`src/rtl/decade_chain_pkg.sv`:
```
// Shared types and helpers for the decade digit chain sequencer.
// Holds the FSM state enum, BCD constants and the all-nines decode.
package decade_chain_pkg;

  typedef enum logic [1:0] {
    IDLE,
    RUN,
    PAUSE,
    DONE
  } state_t;

  localparam int         BCD_W   = 4;
  localparam logic [3:0] BCD_MAX = 4'd9;

  // True when the lowest n digits of v are all 9 (n=0 gives 1).
  function automatic logic all_nines(
    input logic [31:0] v,
    input int          n
  );
    logic r;
    r = 1'b1;
    for (int i = 0; i < 8; i++) begin
      if (i < n && v[i*4 +: 4] != BCD_MAX)
        r = 1'b0;
    end
    return r;
  endfunction

endpackage

```
`src/rtl/decade_digit.sv`:
```
// One BCD decade register: clr zeroes, en steps 0..9 and wraps.
// Ports: clk, rst (async active-low), clr, en, q[3:0], carry_out (q==9).
import decade_chain_pkg::*;

module decade_digit (
  input  logic             clk,
  input  logic             rst,
  input  logic             clr,
  input  logic             en,
  output logic [BCD_W-1:0] q,
  output logic             carry_out
);

  // Any value at or above 9 reloads 0, so forced non-BCD values heal.
  always_ff @(posedge clk or negedge rst) begin
    if (!rst)
      q <= '0;
    else if (clr)
      q <= '0;
    else if (en)
      q <= (q >= BCD_MAX) ? '0 : q + 1'b1;
  end

  assign carry_out = (q == BCD_MAX);

endmodule

```
`src/rtl/decade_chain_ctrl.sv`:
```
// Stopwatch sequencer: prescaler, start/stop/clear FSM, NDIG-digit chain.
// Ports: clk, rst (async active-low), start, stop, clear -> digits,
// running, tick, ovf. Macro DECADE_CHAIN_LAP_EN adds lap/frozen.
import decade_chain_pkg::*;

module decade_chain_ctrl #(
  parameter int NDIG     = 4,
  parameter int TICK_DIV = 10,
  parameter int ROLLOVER = 1
) (
  input  logic              clk,
  input  logic              rst,
  input  logic              start,
  input  logic              stop,
  input  logic              clear,
`ifdef DECADE_CHAIN_LAP_EN
  input  logic              lap,
  output logic              frozen,
`endif
  output logic [4*NDIG-1:0] digits,
  output logic              running,
  output logic              tick,
  output logic              ovf
);

  localparam int PW =
    (TICK_DIV > 1) ? $clog2(TICK_DIV) : 1;
  localparam logic [PW-1:0] P_LAST =
    PW'(TICK_DIV - 1);

  state_t            state, state_nx;
  logic [PW-1:0]     presc, presc_nx;
  logic [4*NDIG-1:0] live;
  logic [NDIG-1:0]   carry;
  logic [NDIG-1:0]   en;
  logic              wrap_all;
  logic              adv;

  always_ff @(posedge clk or negedge rst) begin
    if (!rst) begin
      state <= IDLE;
      presc <= '0;
    end else begin
      state <= state_nx;
      presc <= presc_nx;
    end
  end

  always_comb begin
    state_nx = state;
    presc_nx = presc;
    if (clear) begin
      state_nx = IDLE;
      presc_nx = '0;
    end else begin
      unique case (state)
        IDLE: begin
          if (start) begin
            state_nx = RUN;
            presc_nx = '0;
          end
        end
        RUN: begin
          // Saturation wins over a same-cycle stop.
          if (ovf && ROLLOVER == 0)
            state_nx = DONE;
          else if (stop)
            state_nx = PAUSE;
          if (!stop)
            presc_nx = tick ? '0 : presc + 1'b1;
        end
        PAUSE: begin
          if (start)
            state_nx = RUN;
        end
        DONE: ;
        default: state_nx = IDLE;
      endcase
    end
  end

  always_comb begin
    running = (state == RUN);
    tick    = running && (presc == P_LAST);
    ovf     = tick && wrap_all;
  end

  assign wrap_all = &carry;

  // In saturate mode the all-9s tick must not wrap the chain.
  assign adv = tick && !clear &&
               !(ROLLOVER == 0 && wrap_all);

  always_comb begin
    en = '0;
    for (int k = 0; k < NDIG; k++)
      en[k] = adv && all_nines(32'(live), k);
  end

  for (genvar k = 0; k < NDIG; k++) begin : g_dig
    decade_digit u_dig (
      .clk       (clk),
      .rst       (rst),
      .clr       (clear),
      .en        (en[k]),
      .q         (live[k*4 +: 4]),
      .carry_out (carry[k])
    );
  end

`ifdef DECADE_CHAIN_LAP_EN
  logic [4*NDIG-1:0] snap;

  always_ff @(posedge clk or negedge rst) begin
    if (!rst) begin
      snap   <= '0;
      frozen <= 1'b0;
    end else if (clear) begin
      frozen <= 1'b0;
    end else if (lap &&
                 (state == RUN || state == PAUSE)) begin
      if (!frozen)
        snap <= live;
      frozen <= !frozen;
    end
  end

  assign digits = frozen ? snap : live;
`else
  assign digits = live;
`endif

endmodule

```
`config.mk`:
```
export PLATFORM = sky130hd
export DESIGN_NAME = decade_chain_ctrl
export DESIGN_NICKNAME = d
export VERILOG_FILES = /design/src/rtl/decade_chain_pkg.sv /design/src/rtl/decade_digit.sv /design/src/rtl/decade_chain_ctrl.sv
export SDC_FILE = /design/constraint.sdc
export NUM_CORES = 1
export LEC_CHECK = 0
export ABC_CLOCK_PERIOD_IN_PS = 2600
export BUFFER_PORTS_ARGS = -buffer_cell sky130_fd_sc_hd__buf_2
export CAP_MARGIN = 25
export CORE_MARGIN = 5
export CORE_UTILIZATION = 53
export CTS_BUF_LIST = sky130_fd_sc_hd__clkbuf_16
export CTS_CLUSTER_SIZE = 28
export DETAILED_ROUTE_END_ITERATION = 8
export GPL_TIMING_DRIVEN = 0
export HOLD_SLACK_MARGIN = 0.15
export PLACE_DENSITY_LB_ADDON = 0.05
export SLEW_MARGIN = 20
export SYNTH_ARGS = -nofsm -noshare
export SYNTH_HDL_FRONTEND = slang
export SYNTH_SLANG_ARGS = --single-unit
```
`constraint.sdc`:
```
create_clock -name clk -period 2.6 [get_ports clk]
set_input_delay 0.39 -clock clk [delete_from_list [all_inputs] [get_ports clk]]
set_output_delay 0.39 -clock clk [all_outputs]
set_load 0.01 [all_outputs]
```
==> results.md <==
* Hold path start: stop
* Die Span Y at 61.8 um
* Initial Utilization at 0.563
* Worst skew pair latency at 0.25 ns
* H-tree levels at 1
* Slew Limit Fails at 0
* Synth Area in Compound Gates at 0.163
* Syn Nets at 164
* Post-CTS Setup Inserts at 0
* Worst-path clk slew at 0.06 ns
* Gpl congestion at 0.808
* Placed cell count at 198
* Post-synthesis sequential area ratio at 0.388
* Port bufs at 23
* Minimum clock period at 2.09 ns
* RSZ-0062 raised after global routing: false
* Post-Synthesis Cell Area at 1420 sq um
* PnR worst setup slack at 0.508 ns
* Largest family of logic cells by synthesized area: simple AND/OR/NAND/NOR gates
* DRT Pass-1 Iters at 4
* Worst Reg2Reg Path Length in Cells at 6
* Worst Setup SP: g_dig[2].u_dig.q[1]$_DFFE_PN0P_
* Global-route wire length before repair at 4.77 mm
* Largest net degree at the start of global routing at 23
* CORE AREA at 2520 sq um
* Leak Pwr at 0.000807 uW
* Synth Area in Simple Gates at 0.227
* Slew @ Worst Pin at 0.507 ns
* Sequential power share at 0.484
* Total gr overflow at 0
* Post-synthesis mux area share at 0.0300
* CP Capture Type: output pin
* Top cell type's share of synthesized area at 0.388
* Yosys warnings at 0
* Final setup violation count at 0
* WL/cell at 13.6 um
* Ys flop type: dfrtp_1
* Fin crit share at 0.805
* Via count at 1125
* Fill cells at 211
* Fin nets at 193
* Outcome: completed
* Max_cap viols at 0
* Combinational power share at 0.069
* Area delta synth->final at 17.0%
* Fmax at 478 MHz
* CTS Hold Bufs at 1
* Post-synthesis cell count at 145
* Worst Skew at 0.00220 ns
* Most instantiated library cell after synthesis: dfrtp_1
* Vias in the first global route at 1096
* Fin. Hold Viols at 0
* Number of diodes at 0
* CTS tree: yes
* XOR/XNOR share of the synthesized area at 0.0185
* Rel. slew slack at 0.661
* Gr usage total at 0.166
* CTS max path bufs at 2
* Inserted Clock Buffers at 3
* Top post-synthesis cells by count: 22 x dfrtp_1, 15 x inv_1, 14 x ha_1, 12 x nand2_1, 7 x nor3b_1
* Setup tns final at 0 ns
* Synth unique cells at 43
* Worst EP arrival at 1.70 ns
* Post-Route WL at 2.76 mm
* Net Sw Power at 160 uW
* Clock Sinks at 22
* Routed Antenna Nets at 0
* FFs w/ async S/R, synth at 1.00
* Hold Path Depth at 2
* DP Worst Slack at 0.727 ns
* Worst-path fanout max at 10
* Post-synth EDFFs at 0
* Switching share of power at 0.219
* Clk pwr share at 0.447
* Main area contributors after synthesis: dfrtp_1 39%, ha_1 12%, inv_1 4.0%
* P_int at 572 uW
* Min-Delay Path Class: input pin to register
* Adder-cell area share of the yosys netlist at 0.123
* Worst VDD drop at 0.000372 V
* Initial antenna violation count at 0
* Share of layout cells above drive strength 1 at 0.185
* Clk root buf: clkbuf_16
* Flops & latches, synth at 22
* Worst setup path class: register to output pin
* Worst Setup Start Kind: register
* Syn avg cell area at 9.79 sq um
* Die Wd at 61.8 um
* Hpwl dp at 2.04 mm
* R2R Path Start: g_dig[2].u_dig.q[1]$_DFFE_PN0P_
* Via density at 5.54
* Row count at 18
* Iter 0 DRT Violations at 63
* Post-CTS resize count at 0
* IO Pins at 24
* DR DRC count at 0
* Post-Layout Cell Count at 203
* Die area at 3810 sq um
* Synth area leader: dfrtp_1
* PD cells at 441 nW/um^2
* Worst path required time at 2.21 ns
[placed cells by master, fill, tap and decap left out, types with 2 or more instances in the layout]
master / n
nor3b_1: 7
nand2_1: 12
a21oi_1: 6
mux2i_1: 2
o211a_1: 2
a31oi_1: 3
inv_1: 15
o22ai_1: 2
dfrtp_1: 22
and2_1: 2
nand2b_1: 5
clkbuf_16: 3
clkbuf_1: 2
o21bai_1: 3
and3b_1: 2
o2bb2ai_1: 2
a22o_1: 2
nor3_1: 2
nor2b_1: 2
xnor2_1: 3
o21ai_0: 6
nor2_1: 4
nand3_1: 5
ha_1: 14
buf_2: 23
[state kept, by name, summed over array words and instances, names as in the netlist]
signal,cells
state,2
presc,4
g_dig.u_dig.q,16
[cell families (layout without fill, tap and decap cells)]
kind of cell | Yosys count | count (layout)
compound gates | 33 | 33
buf+inv | 18 | 46
simple gates | 51 | 51
xor+xnor | 3 | 3
fa+ha+maj | 14 | 14
flops | 22 | 22
mux | 4 | 4
[stage by stage]
stage / hold slack [ns] / power (uW) / cell area [sq um] / util
2_1_floorplan: 0.0944 / 388 / 1420 / -
5_1_grt: 0.347 / 761 / 1660 / 0.659
3_5_place_dp: 0.391 / 411 / 1570 / 0.624
6_report: 0.343 / 732 / 1660 / 0.659
4_1_cts: 0.336 / 744 / 1660 / 0.659
3_3_place_gp: 0.383 / 409 / 1570 / 0.624
[metal layers]
metal	up-vias	track usage	wire length, um
met2	15	0.293	1300
met1	537	0.204	1340
li1	569	-	-
met3	4	0.0372	102
met5	-	0	0
met4	0	0.0455	23
[critical path, cell delays in order (launching register included)]
cell and delay, ns:
dfrtp_1 0.43, inv_1 0.09, ha_1 0.15, and4bb_1 0.25, nand4_4 0.18, nor3_1 0.19
buf_2 0.15
[final cells by class]
cell class | count | area (sq um) | area share
Buffer | 3 | 15.0 | 0.00904
Clock buffer | 3 | 75.1 | 0.0452
Clock inverter | 1 | 3.75 | 0.00226
Inverter | 15 | 56.3 | 0.0339
Multi-Input combinational cell | 105 | 798 | 0.480
Sequential cell | 22 | 551 | 0.331
Tap cell | 30 | 37.5 | 0.0226
Timing Repair Buffer | 24 | 125 | 0.0753
[worst paths after layout]
| path | end | slack [ns] |
|---|---|---|
| max | ovf | 0.51 |
| min | state[0]$_DFFE_PN0P_ | 0.34 |
| max in group asynchronous | g_dig[0].u_dig.q[0]$_DFFE_PN0P_ | 1.63 |
| min in group asynchronous | g_dig[1].u_dig.q[1]$_DFFE_PN0P_ | 0.63 |
| max reg2reg | g_dig[3].u_dig.q[2]$_DFFE_PN0P_ | 0.71 |
| min reg2reg | g_dig[1].u_dig.q[3]$_DFFE_PN0P_ | 0.53 |
[power by group through the flow]
| stage | sequential (uW) | clock [uW] | combinational (uW) |
|---|---|---|---|
| 2_1_floorplan | 360 | 0 | 28.4 |
| 3_3_place_gp | 360 | 0 | 48.6 |
| 3_5_place_dp | 361 | 0 | 50.1 |
| 4_1_cts | 354 | 338 | 51.6 |
| 5_1_grt | 355 | 348 | 58.0 |
| 6_report | 354 | 327 | 50.4 |
Power figures use the tool's default switching activity.
